<file path="config.mk">
export PLATFORM = sky130hd
export DESIGN_NAME = alu_exec_unit
export DESIGN_NICKNAME = d
export VERILOG_FILES = /design/src/rtl/alu_pkg.sv /design/src/rtl/alu_shifter.sv /design/src/rtl/alu_exec_unit.sv
export SDC_FILE = /design/constraint.sdc
export NUM_CORES = 1
export LEC_CHECK = 0
export BUFFER_PORTS_ARGS = -buffer_cell sky130_fd_sc_hd__buf_2
export CELL_PAD_IN_SITES_DETAIL_PLACEMENT = 1
export CELL_PAD_IN_SITES_GLOBAL_PLACEMENT = 1
export CORE_MARGIN = 5
export CORE_UTILIZATION = 34
export CTS_BUF_LIST = sky130_fd_sc_hd__clkbuf_8
export DETAILED_ROUTE_END_ITERATION = 7
export PLACE_DENSITY_LB_ADDON = 0.15
export SKIP_LAST_GASP = 1
export SYNTH_ARGS = -nofsm -noshare
export SYNTH_HDL_FRONTEND = slang
export SYNTH_SLANG_ARGS = --single-unit
</file>
<file path="constraint.sdc">
create_clock -name clk -period 5.9 [get_ports clk]
set_clock_uncertainty 0.2 [all_clocks]
set_input_delay 1.18 -clock clk [delete_from_list [all_inputs] [get_ports clk]]
set_output_delay 1.18 -clock clk [all_outputs]
set_load 0.01 [all_outputs]
</file>
<file path="src/rtl/alu_pkg.sv">
// Shared ALU control encodings (common with ALUDecoder), FSM state type and opcode helpers
// for alu_exec_unit.
package alu_pkg;

  localparam logic [3:0] ALU_AND  = 4'b0000;
  localparam logic [3:0] ALU_OR   = 4'b0001;
  localparam logic [3:0] ALU_ADD  = 4'b0010;
  localparam logic [3:0] ALU_SRA  = 4'b0011;
  localparam logic [3:0] ALU_SUB  = 4'b0110;
  localparam logic [3:0] ALU_SLT  = 4'b0111;
  localparam logic [3:0] ALU_SLL  = 4'b1000;
  localparam logic [3:0] ALU_SRL  = 4'b1001;
  localparam logic [3:0] ALU_XOR  = 4'b1010;
  localparam logic [3:0] ALU_SLTU = 4'b1111;

  typedef enum logic [1:0] {
    ST_IDLE  = 2'd0,
    ST_SHIFT = 2'd1,
    ST_DONE  = 2'd2
  } alu_state_t;

  function automatic logic is_shift_op(input logic [3:0] ctrl);
    return (ctrl == ALU_SLL) || (ctrl == ALU_SRL) || (ctrl == ALU_SRA);
  endfunction

  function automatic logic is_legal_op(input logic [3:0] ctrl);
    case (ctrl)
      ALU_AND, ALU_OR, ALU_ADD, ALU_SRA, ALU_SUB,
      ALU_SLT, ALU_SLL, ALU_SRL, ALU_XOR, ALU_SLTU: return 1'b1;
      default:                                       return 1'b0;
    endcase
  endfunction

endpackage

</file>
<file path="src/rtl/alu_shifter.sv">
// Shift datapath for alu_exec_unit: a single-bit step per call in the serial build, or a full
// barrel shift when ALU_FAST_SHIFT_EN is defined.
module alu_shifter
  import alu_pkg::*;
#(
  parameter int XLEN = 32,
  parameter int SHW  = $clog2(XLEN)
) (
  input  logic [3:0]      alu_ctrl,
  input  logic [XLEN-1:0] data,
`ifdef ALU_FAST_SHIFT_EN
  input  logic [SHW-1:0]  shamt,
`else
  input  logic            fill_msb,
`endif
  output logic [XLEN-1:0] shifted
);

`ifdef ALU_FAST_SHIFT_EN
  always_comb begin
    shifted = data;
    case (alu_ctrl)
      ALU_SLL: shifted = data << shamt;
      ALU_SRL: shifted = data >> shamt;
      ALU_SRA: shifted = $signed(data) >>> shamt;
      default: shifted = data;
    endcase
  end
`else
  // SRA takes its fill bit from the sign captured at accept, not from the evolving value.
  always_comb begin
    shifted = data;
    case (alu_ctrl)
      ALU_SLL: shifted = {data[XLEN-2:0], 1'b0};
      ALU_SRL: shifted = {1'b0, data[XLEN-1:1]};
      ALU_SRA: shifted = {fill_msb, data[XLEN-1:1]};
      default: shifted = data;
    endcase
  end
`endif

endmodule

</file>
<file path="src/rtl/alu_exec_unit.sv">
// EX-stage multi-cycle ALU with valid/ready handshakes on both sides. Shifts iterate one bit per
// cycle unless ALU_FAST_SHIFT_EN is defined, in which case every op completes in one cycle.
module alu_exec_unit
  import alu_pkg::*;
#(
  parameter int XLEN = 32
) (
  input  logic            clk,
  input  logic            reset,
  input  logic            in_valid,
  output logic            in_ready,
  input  logic [3:0]      alu_ctrl,
  input  logic [XLEN-1:0] op_a,
  input  logic [XLEN-1:0] op_b,
  output logic            out_valid,
  input  logic            out_ready,
  output logic [XLEN-1:0] result,
  output logic            zero,
  output logic            illegal
);

  localparam int SHW = $clog2(XLEN);

  alu_state_t      state, state_next;
  logic [XLEN-1:0] result_q;
  logic [XLEN-1:0] alu_out;
  logic [XLEN-1:0] shift_out;
  logic            zero_q;
  logic            illegal_q;
  logic            accept;
  logic [SHW-1:0]  shamt;

  assign shamt  = op_b[SHW-1:0];
  assign accept = (state == ST_IDLE) && in_valid;

`ifdef ALU_FAST_SHIFT_EN
  alu_shifter #(.XLEN(XLEN), .SHW(SHW)) u_shifter (
    .alu_ctrl (alu_ctrl),
    .data     (op_a),
    .shamt    (shamt),
    .shifted  (shift_out)
  );
`else
  logic [3:0]     op_q;
  logic           sign_q;
  logic [SHW-1:0] count;

  // The serial shifter works in place on result_q, one step per SHIFT cycle.
  alu_shifter #(.XLEN(XLEN), .SHW(SHW)) u_shifter (
    .alu_ctrl (op_q),
    .data     (result_q),
    .fill_msb (sign_q),
    .shifted  (shift_out)
  );

  always_ff @(posedge clk or posedge reset) begin
    if (reset) begin
      op_q   <= ALU_AND;
      sign_q <= 1'b0;
      count  <= '0;
    end else if (accept) begin
      op_q   <= alu_ctrl;
      sign_q <= op_a[XLEN-1];
      count  <= shamt;
    end else if (state == ST_SHIFT) begin
      count  <= count - SHW'(1);
    end
  end
`endif

  // Value captured at accept; a serial shift starts from op_a and is refined in SHIFT.
  always_comb begin
    alu_out = op_a + op_b;
    case (alu_ctrl)
      ALU_AND:  alu_out = op_a & op_b;
      ALU_OR:   alu_out = op_a | op_b;
      ALU_XOR:  alu_out = op_a ^ op_b;
      ALU_ADD:  alu_out = op_a + op_b;
      ALU_SUB:  alu_out = op_a - op_b;
      ALU_SLT:  alu_out = {{(XLEN-1){1'b0}}, ($signed(op_a) < $signed(op_b))};
      ALU_SLTU: alu_out = {{(XLEN-1){1'b0}}, (op_a < op_b)};
`ifdef ALU_FAST_SHIFT_EN
      ALU_SLL, ALU_SRL, ALU_SRA: alu_out = shift_out;
`else
      ALU_SLL, ALU_SRL, ALU_SRA: alu_out = op_a;
`endif
      default:  alu_out = op_a + op_b;
    endcase
  end

  always_comb begin
    state_next = state;
    case (state)
      ST_IDLE: begin
        if (in_valid) begin
`ifdef ALU_FAST_SHIFT_EN
          state_next = ST_DONE;
`else
          state_next = (is_shift_op(alu_ctrl) && (shamt != '0)) ? ST_SHIFT : ST_DONE;
`endif
        end
      end
      ST_SHIFT: begin
`ifdef ALU_FAST_SHIFT_EN
        state_next = ST_DONE;
`else
        if (count == SHW'(1)) state_next = ST_DONE;
`endif
      end
      ST_DONE:  if (out_ready) state_next = ST_IDLE;
      default:  state_next = ST_IDLE;
    endcase
  end

  always_ff @(posedge clk or posedge reset) begin
    if (reset) begin
      state     <= ST_IDLE;
      result_q  <= '0;
      zero_q    <= 1'b1;
      illegal_q <= 1'b0;
    end else begin
      state <= state_next;
      if (accept) begin
        result_q  <= alu_out;
        zero_q    <= (alu_out == '0);
        illegal_q <= !is_legal_op(alu_ctrl);
      end
`ifndef ALU_FAST_SHIFT_EN
      else if (state == ST_SHIFT) begin
        result_q <= shift_out;
        zero_q   <= (shift_out == '0);
      end
`endif
    end
  end

  assign in_ready  = (state == ST_IDLE) && !reset;
  assign out_valid = (state == ST_DONE);
  assign result    = result_q;
  assign zero      = zero_q;
  assign illegal   = illegal_q;

endmodule

</file>
Word level (Yosys, flattened, before mapping) --
Memories as Yosys holds them, arrays and structs flattened. Index checks and enable logic that the tools add are counted.
Cells by class: add/sub/neg operators 3, eq/ne operators 17, $lt $le $gt $ge 2, reduce and logical (&&, ||, !) cells 15, bitwise operators 3, multiplexer cells 14
Operators by type and width (number):
- 32-bit case mux with 7 select lines | 1
- 32-bit case mux with 3 select lines | 1
- 32-bit zero test | 2
- 32-bit less-than comparator | 2
- 32-bit two-way mux | 2
- 32-bit adder | 1
- 32-bit AND | 1
- 32-bit bitwise OR | 1
- 32-bit subtractor | 1
- 32-bit bitwise XOR | 1
- 4-bit equality test (second input constant) | 6
- 5-bit two-way mux | 2
- 4-bit by 2-bit equality test with 1-bit output (second input constant) | 2
- 4-bit by 3-bit equality test with 1-bit output (second input constant) | 2
- 2-bit two-way mux | 4
- 2-bit case mux with 3 select lines | 1
- 5-bit by 1-bit equality test with 1-bit output (second input constant) | 1
- 5-bit nonzero test | 1
- 5-bit by 1-bit subtractor with 5-bit output (second input constant) | 1
- 4-bit by 1-bit equality test with 1-bit output (second input constant) | 1
- 4-bit zero test | 1
- 2-bit != test (second input constant) | 2
- 1-bit logical AND | 3
- 1-bit two-way mux | 3
- 9 further kinds | 11
Storage, ports and cells: logic and storage cells 62, memories 1, ROM bits 16, flip-flop bits (word level) 46, bits of input ports 72, output and inout port bits 36
Memory list:
- (no name shown) | words 16, width 1, read ports 1, clocked after memory_dff 0, wr ports 0, RTL line alu_pkg.sv:27 | case (ctrl)

Longest topological paths before layout --
Gate-level depths: netlist of the first run.
depth after elaboration 7, depth in mapped cells 15, depth with buffers taken out 15

Cells and area by module --
From an unflattened synthesis of the first run, not the netlist that was laid out.
Second synthesis, totals: cells, all modules 1204, area, all modules 8849.7 um^2
Modules (own cells, without submodules):
- alu_exec_unit | sequential area each 1152.4 um^2, times used 1, area an instance 8187.9 um^2, cells an instance 1123
- alu_shifter | sequential area each 0.0 um^2, times used 1, area an instance 661.9 um^2, cells an instance 81

Worst setup path after synthesis of the first run --
OpenSTA, ideal clock, no wires.
path type in2reg, start point input port op_a[0], end point register zero_q (netlist: zero), arrival time 4.129 ns, slack 1.493 ns, stages on the path 15, data required time 5.623 ns, path through inv_1 > ha_1 > inv_1 > fa_1 > nor2b_1 > o311ai_0 > a211oi_1 > o21ai_0 > a32o_1 > and2_1 > a211oi_1 > or4_1 > nor4_1 > nand4_1 > o22ai_1
Between the ends: longest elaborated chain between the ends 4, elaborated cells on any way between the ends 10
Ends and longest elaborated chain:
- start: declaration | RTL line alu_exec_unit.sv:13 | input logic [XLEN-1:0] op_a,
- 32-bit adder, or another cell as far along | RTL line alu_exec_unit.sv:78, alu_exec_unit.sv:87
- 32-bit case mux with 7 select lines (*) | RTL line alu_exec_unit.sv:74 | case (alu_ctrl)
- 32-bit zero test (*) | RTL line alu_exec_unit.sv:125 | zero_q <= (alu_out == '0);
- 1-bit two-way mux (*) | RTL line alu_exec_unit.sv:123 | if (accept) begin
- end signal: assignment | RTL line alu_exec_unit.sv:125
- end signal: assignment | RTL line alu_exec_unit.sv:131 | zero_q <= (shift_out == '0);
- end: declaration | RTL line alu_exec_unit.sv:28 | logic zero_q;
Every way passes the cells marked *; elsewhere a longest branch is shown, timed or not. A chain may end at the register's enable or synchronous reset.

Final worst setup path of the first run --
start point input port op_b[3], end point register zero_q (netlist: zero)
Between the ends: longest elaborated chain between the ends 4, elaborated cells on any way between the ends 10
Ends and longest elaborated chain:
- start: declaration | RTL line alu_exec_unit.sv:14 | input logic [XLEN-1:0] op_b,
- 32-bit adder, or another cell as far along | RTL line alu_exec_unit.sv:78, alu_exec_unit.sv:87
- 32-bit case mux with 7 select lines (*) | RTL line alu_exec_unit.sv:74
- 32-bit zero test (*) | RTL line alu_exec_unit.sv:125
- 1-bit two-way mux (*) | RTL line alu_exec_unit.sv:123
Marks and branches as above.

==> summary by stage, run 1 <==
Run status
The run finished with clean final reports.

GRT
Summed over all layers, the global routing overflow is 0. The routing layer with the top usage in global route is met2. In the global route stage, met3 resource usage came out at 0.0286. In the global route stage, met1 resource usage came out at 0.367. The global-route wire length before repair is between 50,000 and 60,000 um.

The via count of the first global-routing pass was 9,956. Entering global routing, the biggest net connects 47 pins. The combined global-route utilization of all metal layers is 0.250. The initial antenna violation count is 1. In the global route stage, met2 resource usage came out at 0.395.

Logic synthesis
Yosys mapped the design onto 79 distinct sky130hd cell types. For this run, the register share of the synthesized area comes to 0.136. The multiplexer fraction of the synthesized cell area is 0.00354.

The number of storage elements in the synthesis netlist is between 40 and 50. The basic-gate share of the synthesized area counting and, or, nand and nor cells is 0.246. The biggest area contributor in the post-synthesis netlist is sky130_fd_sc_hd__ha_1. After synthesis, the cell types taking the most area are sky130_fd_sc_hd__ha_1, sky130_fd_sc_hd__dfrtp_1, sky130_fd_sc_hd__a21oi_1. After synthesis, the largest family of logic cells by area is compound AO/OA/AOI/OAI gates.

The count of flip-flops with a built-in enable after synthesis is 0. The synthesized cell area is 0.00849 mm2. The post-synthesis compound-gate area fraction is 0.377. The post-synthesis average cell area is 7.03 um2.

The synthesized-area fraction occupied by adder cells is 0.149. The share of flip-flops with an asynchronous set or reset after synthesis is 1.00. The total of warnings raised by yosys is 0. The xor-xnor portion of the synthesized cell area is 0.00413. The dominant synthesized flop cell is sky130_fd_sc_hd__dfrtp_1. Of the post-synthesis cell area, the dominant cell type holds 0.144. The net count of the mapped netlist is 1,380. The gate count of the mapped netlist is 1,208.

Placement
The post-placement cell count is 1,581. The placed instances occupy a cell area of 0.00933 mm2. The port buffer count is 107.

The detailed-placement wirelength estimate is 28,500 um. At the end of routability-driven placement, the weighted congestion stood at 0.934. The post-placement worst setup slack is 0.602 ns.

Floorplanning
The placeable core area is 0.0245 mm2. In this run the vertical extent of the chip is 168 um. In this run the horizontal extent of the chip is 168 um.

The top-level I/O count is roughly 110. The number of cell rows is 57. The effective utilization at floorplan is 0.347. The die covers 0.0282 mm2.

Drt
Wires add up to 36,800 um. The detail-routed net length per standard cell is 23.2 um. The count of nets left with antenna violations after detail routing is 0. For this run, design rule violations remaining after detail routing come to 0. The number of design-rule violations left by the first detailed-router iteration is 1,067. After detailed routing, the number of vias per cell comes to 6.35. The first TritonRoute pass finished after 5 iterations. The via total after detailed routing is 10,100.

Clock network
The tree is rooted in a sky130_fd_sc_hd__clkbuf_8. Clock-pin slew was measured on the worst setup and hold paths at 0.10 ns. The hold buffer count at cts is 0. The maximum buffer depth of the clock tree is 2. At the later pin of the worst-skew pair, clock insertion delay measures between 0.3 and 0.4 ns. TritonCTS built the clock tree.

The clock tree synthesis step divided the H-tree into 2 levels. In this run, post-CTS repair resized a total of 0 instances. The clock net sink count is 46.

The post-CTS setup buffer count is 0. The clock buffer count from CTS is 5.

Power
In this run the power density over the cells is 259 mW/mm2. The maximum vdd drop is 0.150 mV. In this run the static leakage power is 4.31 nW. The power after layout is 2.45 mW.

Worst setup path
The startpoint of the worst-slack reg-to-reg timing path is op_q[0]. The classification of the worst setup path is input pin to register. The signal on the critical path passes through buf_2 > inv_1 > ha_1 > o211ai_1 > o211ai_1 > nand4_1 > o41ai_1 > a32o_1 > and2_1 > a211oi_1 > or4_1 > nor4_1 > nand4_1 > o22ai_1. Counting cells, the worst reg-to-reg path comes to 7. In this run the worst setup path begins at op_b[3]. Among cell families on the critical path, the largest total delay comes from compound AO/OA/AOI/OAI gates. The largest single stage delay on the critical path is 0.87 ns. The required time of the critical path is 5.95 ns. The largest fanout of any net on the critical path is 13.

The sum of buffers and inverters on the critical path is 2. The sort of element at the end of the critical path is a register. The cell with the largest stage delay on the worst path is sky130_fd_sc_hd__o41ai_1. The worst register-to-register path ends at zero.

The register-to-register setup slack is ~2.4 ns. At the worst endpoint, the arrival time is approximately 5 ns. The kind of start point of the critical path is an input pin.

Timing
The transition time at the pin with the least slew margin is 1.05 ns. The final count of hold timing violations is 0. Setup repair after global routing left no endpoint under its margin. The number of failing setup endpoints in the final timing report is 0. The time the final worst path needs with I/O delays and setup is 5.05 ns. Across all setup checks in the final design, the least slack found is 0.850 ns. For this run, the top clock speed supported by timing is 198 MHz. The final total negative setup slack is 0 ns. In this run the tightest slew margin relative to its limit is 0.298. The post-route fraction of the period consumed by the critical path is 0.856. The number of max-slew violations in the final report is 0.

Cells and area
The final-layout fill cell count is roughly 3,200. The fraction of layout cells with a size suffix above 1 is 0.130. Leaving out fill and tap cells, the most frequent cells in the layout are sky130_fd_sc_hd__nor2_1, sky130_fd_sc_hd__a21oi_1, sky130_fd_sc_hd__nand2_1, sky130_fd_sc_hd__buf_2, sky130_fd_sc_hd__ha_1. For this run, the post-layout net count is 1,436. The library cell used most frequently in the layout, excluding fill and tap cells, is sky130_fd_sc_hd__nor2_1. 0 antenna diodes ended up in the layout.

The synthesis-to-layout area growth is 11.2%. Excluding fillers, the count of instances in the completed layout stands at 1,589. Summing all non-filler instances in the final layout gives an area of between 0.009 and 0.01 mm2.

Min path
The cell depth of the worst hold path is 2. The worst min-delay path category is register to register. The startpoint identified for the worst hold timing path is sign_q. The path with the worst hold slack has its endpoint at sign_q.

Job
Max-cap violations in this run came to 0.
==> through the flow <==
step | hold slack [ns] | util
finish | 0.317 | 0.386
global route | 0.331 | 0.386
CTS | 0.312 | 0.386
detailed placement | 0.291 | 0.381
global placement | 0.268 | 0.381
floorplan | 0.250 | -
==> worst register-to-register path, cell delays in order (launching register included) <==
cell and delay (ns):
sky130_fd_sc_hd__dfrtp_1 1.04, sky130_fd_sc_hd__nand3b_1 0.21, sky130_fd_sc_hd__a21o_1 0.60, sky130_fd_sc_hd__a221oi_1 0.67, sky130_fd_sc_hd__nand4_1 0.17, sky130_fd_sc_hd__nor4_1 0.28, sky130_fd_sc_hd__a21oi_1 0.13, sky130_fd_sc_hd__o22ai_1 0.16
==> power breakdown <==
group	switching (mW)	internal [mW]	total (mW)
clock network	0.119	0.137	0.256
registers	0.229	0.463	0.692
logic	0.934	0.569	1.50
==> kinds of logic (layout without fill, tap and decap cells) <==
group | count (synthesis) | in the layout
xor gates and xnor gates | 4 | 4
muxes | 3 | 3
buffers and inverters | 186 | 243
adders and majority gates | 100 | 100
and+or+nand+nor | 423 | 423
DFF | 46 | 46
AOI/OAI and AO/OA | 446 | 446
==> synth_stat cells, types with 18 or more instances <==
master                     number
sky130_fd_sc_hd__ha_1          98
sky130_fd_sc_hd__inv_1         97
sky130_fd_sc_hd__nand2_1      107
sky130_fd_sc_hd__a211oi_1      19
sky130_fd_sc_hd__nand3_1       25
sky130_fd_sc_hd__dfrtp_1       45
sky130_fd_sc_hd__o21ai_0       54
sky130_fd_sc_hd__a221o_1       23
sky130_fd_sc_hd__a21oi_1      110
sky130_fd_sc_hd__and3_1        40
sky130_fd_sc_hd__a221oi_1      39
sky130_fd_sc_hd__nor2_1       113
sky130_fd_sc_hd__nand4_1       21
sky130_fd_sc_hd__nor3_1        27
sky130_fd_sc_hd__clkbuf_1      69
sky130_fd_sc_hd__o221ai_1      21
sky130_fd_sc_hd__o211ai_1      18
==> flip-flops by register name, summed over array words and instances (netlist names) <==
name     flops
result      32
count        5
op_q         4
state        2
illegal      1
sign_q       1
zero         1
==> worst max-delay path by stage <==
stage / endpoint / depth (start not counted)
2_1_floorplan: zero / 15
3_3_place_gp: zero / 17
3_5_place_dp: zero / 14
4_1_cts: zero / 14
5_1_grt: zero / 17
6_report: zero / 14
==> routing by layer <==
metal  vias up  wire (um)
li1       4653          -
met1      5026      17600
met2       357      16200
met3        57       2250
met4         2        754
met5         -         13
==> layout make-up <==
class / count / area [um2] / share of cell area
repair buffers: 136 / 753 / 0.0797
clock inverters: 2 / 33.8 / 0.00358
well taps: 324 / 405 / 0.0429
clock buffers: 6 / 82.6 / 0.00874
flip-flops and latches: 46 / 1150 / 0.122
inverters: 99 / 372 / 0.0393
multi-input cells: 976 / 6650 / 0.704
(Power assumes the default switching activity.)
==> inputs of run 2 (changes only) <==
SYNTH_HIERARCHICAL = 1   (was not set)
==> run 2 against run 1 <==
Compared with the run above:
- sequential power down 5.8%
- setup slack worse by 0.41 ns
- critical path depth unchanged
- synthesized cell count down 0.33%
- clock power down 3%
- fmax down 7.6%
- sequential share of layout area down 0.32 points
- critical endpoint unchanged
- highest routed layer is now met4
==> summary by stage, run 2 <==
Clock network
The number of gates resized after CTS came to 0 (unchanged). The clock buffer count from CTS is 5 (unchanged). The post-CTS setup buffer count was 0 (unchanged). The hold buffer count at cts is 0 (unchanged). The source-to-sink clock delay at the later pin of the worst-skew pair is 0.32 ns (about the same). The number of levels the H-tree was split into is 2 (unchanged). The clock input transition at the sequential cells of the worst setup and hold paths is 0.09 ns (about the same).

The maximum buffer depth of the clock tree is 2 (unchanged). TritonCTS built the clock tree. Clock tree synthesis selected as its root buffer the cell sky130_fd_sc_hd__clkbuf_8.

The clock net sink count is 46 (unchanged).

Min path
The cell depth of the worst hold path is 2 (unchanged). The worst min-delay path category is register to register.

Logic synthesis
The synthesized cell area is 0.00885 mm2 (+4.2%). The number of storage elements in the synthesis netlist was 46 (unchanged). The unique cell type count in the Yosys netlist is 97 (+23%).

The most common cell in the synthesized netlist is sky130_fd_sc_hd__inv_1. For this run, the leading register cell type out of synthesis is sky130_fd_sc_hd__dfrtp_1. The post-synthesis compound-gate area fraction came to 0.395 (+0.0178). The post-synthesis average cell area is 7.35 um2 (+4.6%).

The count of flip-flops with a built-in enable after synthesis is 0 (unchanged). By area the synthesized netlist is led by sky130_fd_sc_hd__ha_1, sky130_fd_sc_hd__dfrtp_1, sky130_fd_sc_hd__a221o_1. The xor-xnor portion of the synthesized cell area is 0.00693 (+0.00280). The share of flip-flops with an asynchronous set or reset after synthesis is 1.00 (unchanged). The area fraction of the dominant cell type after synthesis is 0.139 (-0.00584). The multiplexer fraction of the synthesized cell area was 0.00481 (+0.00127). The combinational family with the most area after synthesis is compound AO/OA/AOI/OAI gates. The synthesized-area fraction occupied by adder cells is 0.144 (-0.00490).

The top cell type by total area after synthesis is sky130_fd_sc_hd__ha_1. The basic-gate share of the synthesized area counting and, or, nand and nor cells is 0.226 (-0.0194). The total of warnings raised by yosys is 6 (+6). The net count of the mapped netlist is 1,376 (-0.29%). The gate count of the mapped netlist is 1,204 (-0.33%).

The portion of the post-synthesis area used by sequential elements is 0.130 (-0.00549). The commonest cells after synthesis are sky130_fd_sc_hd__inv_1, sky130_fd_sc_hd__ha_1, sky130_fd_sc_hd__a21oi_1.

Floorplanning
The placeable core area is 0.0258 mm2 (+5.6%). The top-level I/O count is 108 (unchanged). The die height came to 171 um (+2.0%). The effective utilization at floorplan is 0.343 (-0.00463). The width of the die came to 171 um (+2.0%). The number of cell rows came to 59 (+3.5%). The die outline area was 0.0294 mm2 (+4.0%).

Drt
The first-pass detailed-route iteration total is 6 (+1). The via total after detailed routing is 10,000 (-0.91%). The detailed-route DRC error count came to 0 (unchanged). The count of nets left with antenna violations after detail routing was 0 (unchanged).

The number of design-rule violations left by the first detailed-router iteration is 885 (-17%). The routed via count divided by cell count came to 6.28 (-1.1%). The detail-routed net length per standard cell was 23.7 um (+2.2%). The overall routed net length came to 37,700 um (+2.4%).

Timing
The transition time at the pin with the least slew margin was 1.05 ns (-0.00641 ns). The final total negative setup slack is 0 ns (unchanged). Setup repair after global routing left no endpoint under its margin. The time the final worst path needs with I/O delays and setup is 5.47 ns (+0.415 ns). The number of failing setup endpoints in the final timing report was 0 (unchanged). The peak clock frequency supported by timing came to 183 MHz (-7.6%). The worst hold margin was 0.289 ns (-0.0278 ns). The final count of hold timing violations came to 0 (unchanged). The number of max-slew violations in the final report came to 0 (unchanged). The relative slew slack is 0.302 (+0.00427). The post-route fraction of the period consumed by the critical path is 0.926 (+0.0703).

GRT
The global-route wire length before repair came to 57,700 um (+0.20%). The combined global-route utilization of all metal layers came to 0.247 (-0.00324). The overflow left after global routing is 0 (unchanged).

The initial antenna violation count is 0 (-1). The via count of the first global-routing pass is 9,800 (-1.6%). The largest net degree at the start of global routing is 47 (unchanged).

Cells and area
The final standard cell count with taps included and fillers excluded is 1,592 (+0.19%). The post-route core utilization is 0.375 (-0.0107). Leaving out fill and tap cells, the most frequent cell in the layout is sky130_fd_sc_hd__buf_2. The count of antenna diodes in the layout came to 0 (unchanged). The final-layout fill cell count is 3,285 (+4.0%). The fraction of layout cells with a size suffix above 1 is 0.148 (+0.0175). The storage element area is 0.00115 mm2 (unchanged).

The number of nets in the layout came to 1,428 (-0.56%). Compared with the post-synthesis result, the final layout area differs by 9.61%. The library cells used most frequently in the layout, excluding fill and tap cells, are sky130_fd_sc_hd__buf_2, sky130_fd_sc_hd__inv_1, sky130_fd_sc_hd__ha_1.

The number of flip-flops under the largest register name is 32 (unchanged). The area taken by multi-input logic gates is 0.00690 mm2 (+3.8%).

Run status
The run finished with clean final reports.

Worst setup path
The worst setup path is launched from an input pin. STA classifies the critical path endpoint as a register. The depth of the worst register-to-register path was 11 (+4). The setup path with the least slack is of type input pin to register. The required time of the critical path is 5.93 ns (-0.02 ns). The arrival time of the worst setup path is 5.49 ns (+0.39 ns).

The largest fanout of any net on the critical path came to 15 (+2).

Placement
The detailed-placement wirelength estimate is 29,400 um (+3.2%). The port buffer count was 107 (unchanged). The post-placement cell count is 1,584 (+0.19%). The routability congestion estimate came to 0.955 (+2.3%).

Power
The cell area power density is 263 mW/mm2 (+1.3%). The maximum vdd drop is 0.184 mV (+22%). The power after layout came to 2.55 mW (+4.0%). The leakage power of the design is 4.39 nW (+1.8%).

Job
The number of maximum-capacitance constraint violations came to 0 (unchanged).
[run 2: cell count changes in the layout (fill, tap and decap cells not counted), moves of 9 or more]
cell and change:
sky130_fd_sc_hd__a21oi_1 -22, sky130_fd_sc_hd__a221o_1 +26, sky130_fd_sc_hd__a221oi_1 -26, sky130_fd_sc_hd__a222oi_1 -9
sky130_fd_sc_hd__a22oi_1 +34, sky130_fd_sc_hd__and2_1 +26, sky130_fd_sc_hd__and3_1 -33, sky130_fd_sc_hd__nand2_1 -25
sky130_fd_sc_hd__nor2_1 -34, sky130_fd_sc_hd__o21ai_0 +31, sky130_fd_sc_hd__o221ai_1 -14
[run 2: critical path, cell delays in order]
cell,delay (ns)
sky130_fd_sc_hd__buf_2,0.11
sky130_fd_sc_hd__inv_1,0.04
sky130_fd_sc_hd__ha_1,0.50
sky130_fd_sc_hd__nor4_1,0.45
sky130_fd_sc_hd__nand2_1,0.16
sky130_fd_sc_hd__a2111oi_1,0.46
sky130_fd_sc_hd__nor3_1,0.24
sky130_fd_sc_hd__o31ai_2,0.74
sky130_fd_sc_hd__o211ai_1,0.15
sky130_fd_sc_hd__o21ai_0,0.44
sky130_fd_sc_hd__nand3_1,0.15
sky130_fd_sc_hd__nor4_2,0.36
sky130_fd_sc_hd__nand4_1,0.17
sky130_fd_sc_hd__o41ai_2,0.32
[run 2: worst paths after layout]
| kind | endpoint | slack (ns) | startpoint |
|---|---|---|---|
| min reg2reg | illegal | 0.29 | illegal |
| max | zero | 0.43 | op_a[12] |
| max in group asynchronous | result[29] | 3.98 | reset |
| max reg2reg | zero | 2.56 | state[1] |
| min in group asynchronous | illegal | 0.91 | reset |
| min | illegal | 0.29 | illegal |
[run 2: through the flow]
step	setup WS (ns)	instance area (um2)
2_1_floorplan	1.59	8850
3_3_place_gp	0.149	9590
3_5_place_dp	0.150	9590
4_1_cts	0.501	9700
5_1_grt	0.0746	9700
6_report	0.435	9700
[run 2: final cells by class]
type                            count  share of cell area
Clock buffer                        5             0.00709
Clock inverter                      3             0.00413
Inverter                          105              0.0406
Multi-Input combinational cell    966               0.712
Sequential cell                    46               0.119
Tap cell                          335              0.0432
Timing Repair Buffer              132              0.0746
[run 2: power by group]
group	total, mW	internal (mW)	switching (mW)
Sequential	0.652	0.460	0.193
Clock	0.248	0.125	0.123
Combinational	1.65	0.652	0.996
[run 2: per-layer routing]
metal  up-vias  part of all wire  track usage
met3        42             0.054       0.0241
li1       4666                 -            -
met2       319              0.46        0.403
met5         -                 0            0
met4         0             0.016       0.0534
met1      4976              0.47        0.354
[run 2: kinds of logic after synthesis]
kind of cell	Yosys count
compound gates	482
xor+xnor	7
fa+ha+maj	101
buf+inv	192
flops	46
mux	4
simple gates	372
==> inputs of run 3 (changes only) <==
CORE_ASPECT_RATIO = 1.75   (was not set)
GPL_TIMING_DRIVEN = 0   (was not set)
==> run 3 against run 2 <==
Compared with the run above:
- wire length rose by 17%
- sequential power barely moved
- first-iteration DRC count fell by 25%
- flip-flop and latch count did not move
- critical path type unchanged
- critical endpoint unchanged
==> summary by stage, run 3 (same netlist as run 2, synthesis figures left out) <==
Worst setup path
STA classifies the critical path startpoint as an input pin. The largest fanout of any net on the critical path is 4 (-11). The required time of the critical path is 5.94 ns (about the same). The worst setup path is of the input pin to register kind. The depth of the worst register-to-register path came to 11 (unchanged). The arrival time of the worst setup path was 5.43 ns (-0.06 ns). STA classifies the critical path endpoint as a register.

Min path
The worst min-delay path category is register to register. The cell depth of the worst hold path is 2 (unchanged).

Timing
The final count of hold timing violations is 0 (unchanged). The number of failing setup endpoints in the final timing report was 0 (unchanged). The worst path setup slack after routing is 0.518 ns (+0.0833 ns). The number of max-slew violations in the final report was 0 (unchanged). The post-route fraction of the period consumed by the critical path came to 0.912 (-0.0141).

Setup repair after global routing left no endpoint under its margin. The time the final worst path needs with I/O delays and setup is 5.38 ns (-0.0833 ns). The peak clock frequency supported by timing is 186 MHz (+1.5%).

The relative slew slack is 0.312 (+0.0102). The final total negative setup slack came to 0 ns (unchanged). The transition time at the pin with the least slew margin is 1.03 ns (-0.0154 ns).

Clock network
The clock net sink count is 46 (unchanged). The number of gates resized after CTS is 0 (unchanged). The maximum buffer depth of the clock tree is 2 (unchanged).

The tree is rooted in a sky130_fd_sc_hd__clkbuf_8. The clock input transition at the sequential cells of the worst setup and hold paths is 0.11 ns (+0.02 ns). The hold buffer count at cts came to 0 (unchanged). The number of levels the H-tree was split into is 2 (unchanged).

The clock buffer count from CTS is 5 (unchanged). The source-to-sink clock delay at the later pin of the worst-skew pair is 0.33 ns (about the same). The post-CTS setup buffer count is 0 (unchanged). TritonCTS built the clock tree.

Placement
The post-detailed-placement cell area was 0.00983 mm2 (+2.5%). The post-placement cell count came to 1,634 (+3.2%). The routability congestion estimate is 0.968 (+1.3%). The post-placement worst setup slack is 0.272 ns (+0.122 ns). The detailed-placement wirelength estimate is 36,400 um (+24%). The port buffer count is 107 (unchanged).

Cells and area
The final design area excluding fillers came to 0.00993 mm2 (+2.3%). In the layout the commonest cells are sky130_fd_sc_hd__buf_2, sky130_fd_sc_hd__inv_1, sky130_fd_sc_hd__ha_1. The fraction of layout cells with a size suffix above 1 is 0.153 (+0.00483).

The final standard cell count with taps included and fillers excluded is 1,642 (+3.1%). Leaving out fill and tap cells, the most frequent cell in the layout is sky130_fd_sc_hd__buf_2. The final-layout fill cell count is 3,350 (+2.0%). The number of flip-flops under the largest register name is 32 (unchanged). The count of antenna diodes in the layout came to 0 (unchanged). The synthesis-to-layout area growth is 12.2%. The number of nets in the layout is 1,493 (+4.6%).

Floorplanning
The effective utilization at floorplan is 0.343 (+0.000965). The die height is 223 um (+30%). The top-level I/O count is 108 (unchanged). The die outline area is 0.0295 mm2 (+0.43%). The placeable core area is 0.0258 mm2 (-0.28%).

The width of the die is 132 um (-23%). The number of cell rows is 78 (+32%).

GRT
The initial antenna violation count is 0 (unchanged). The combined global-route utilization of all metal layers is 0.284 (+0.0374). The overflow left after global routing is 0 (unchanged). The largest net degree at the start of global routing is 25 (-47%). The via count of the first global-routing pass is 11,100 (+13%).

The global-route wire length before repair is 65,900 um (+14%).

Drt
The number of design-rule violations left by the first detailed-router iteration is 664 (-25%). The overall routed net length is 44,200 um (+17%). The first-pass detailed-route iteration total was 5 (-1).

The routed via count divided by cell count is 6.45 (+2.6%). The count of nets left with antenna violations after detail routing is 0 (unchanged). The detailed-route DRC error count is 0 (unchanged). The via total after detailed routing was 10,600 (+5.8%).

The detail-routed net length per standard cell was 26.9 um (+14%).

Power
The leakage power of the design was 4.50 nW (+2.5%). The power after layout is 2.65 mW (+3.8%). The cell area power density is 267 mW/mm2 (+1.5%). The maximum vdd drop is 0.164 mV (-11%).

Job
The number of maximum-capacitance constraint violations is 0 (unchanged).

Run status
The flow ran to the end, and the final reports show no timing, DRC or antenna violations.
## run 3: cell count changes in the layout (fill, tap and decap cells not counted), moves of 2 or more
cell,before,now
sky130_fd_sc_hd__buf_1,0,4
sky130_fd_sc_hd__buf_2,107,133
sky130_fd_sc_hd__buf_6,0,4
sky130_fd_sc_hd__clkinv_2,2,0
sky130_fd_sc_hd__buf_4,25,12
sky130_fd_sc_hd__clkbuf_1,0,43
## run 3: stage by stage
step | utilization | hold slack, ns
2_1_floorplan | - | 0.250
3_3_place_gp | 0.380 | 0.266
3_5_place_dp | 0.382 | 0.287
4_1_cts | 0.385 | 0.311
5_1_grt | 0.385 | 0.350
6_report | 0.385 | 0.312
## run 3: routing by layer
metal  vias up  part of all wire  GRT usage  wire (um)
li1       4798                 -          -          -
met3       140             0.038     0.0237       1670
met1      5290              0.36      0.292      15900
met2       356              0.53      0.543      23400
met5         -                 0          0          0
met4         0             0.072      0.181       3190
## run 3: cell type report
| type | instances | area, um2 | area share |
|---|---|---|---|
| Multi-Input combinational cell | 966 | 6890 | 0.694 |
| Sequential cell | 46 | 1150 | 0.116 |
| Timing Repair Buffer | 110 | 571 | 0.0575 |
| Buffer | 87 | 427 | 0.0430 |
| Tap cell | 320 | 400 | 0.0403 |
| Inverter | 105 | 394 | 0.0397 |
| Clock buffer | 5 | 68.8 | 0.00693 |
| Clock inverter | 3 | 25.0 | 0.00252 |
## run 3: final timing paths
check | from | end | slack (ns)
setup reg to reg | state[0] | zero | 2.15
setup / recovery | op_a[0] | zero | 0.52
hold / removal | sign_q | sign_q | 0.31
min in group asynchronous | reset | result[0] | 0.69
hold reg to reg | sign_q | sign_q | 0.31
max in group asynchronous | reset | zero | 4.21
## run 3: report_power, final
group	leakage, nW	total, mW	internal, mW	switching [mW]
clock network	0.0447	0.220	0.0859	0.134
registers	0.569	0.654	0.459	0.194
logic	3.89	1.77	0.689	1.08
total	4.50	2.65	1.23	1.41
## run 3: worst max-delay path, stage by stage
cell and delay, ns:
sky130_fd_sc_hd__buf_2 0.13, sky130_fd_sc_hd__inv_1 0.08, sky130_fd_sc_hd__ha_1 0.18, sky130_fd_sc_hd__inv_1 0.08
sky130_fd_sc_hd__fa_1 0.41, sky130_fd_sc_hd__nor2b_1 0.17, sky130_fd_sc_hd__o211ai_1 0.34, sky130_fd_sc_hd__a2111oi_1 0.17
sky130_fd_sc_hd__nor3_1 0.80, sky130_fd_sc_hd__o31ai_2 0.27, sky130_fd_sc_hd__a221o_1 0.34, sky130_fd_sc_hd__o21ai_0 0.28
sky130_fd_sc_hd__nand3_1 0.17, sky130_fd_sc_hd__nor4_2 0.38, sky130_fd_sc_hd__nand4_1 0.15, sky130_fd_sc_hd__o41ai_2 0.29
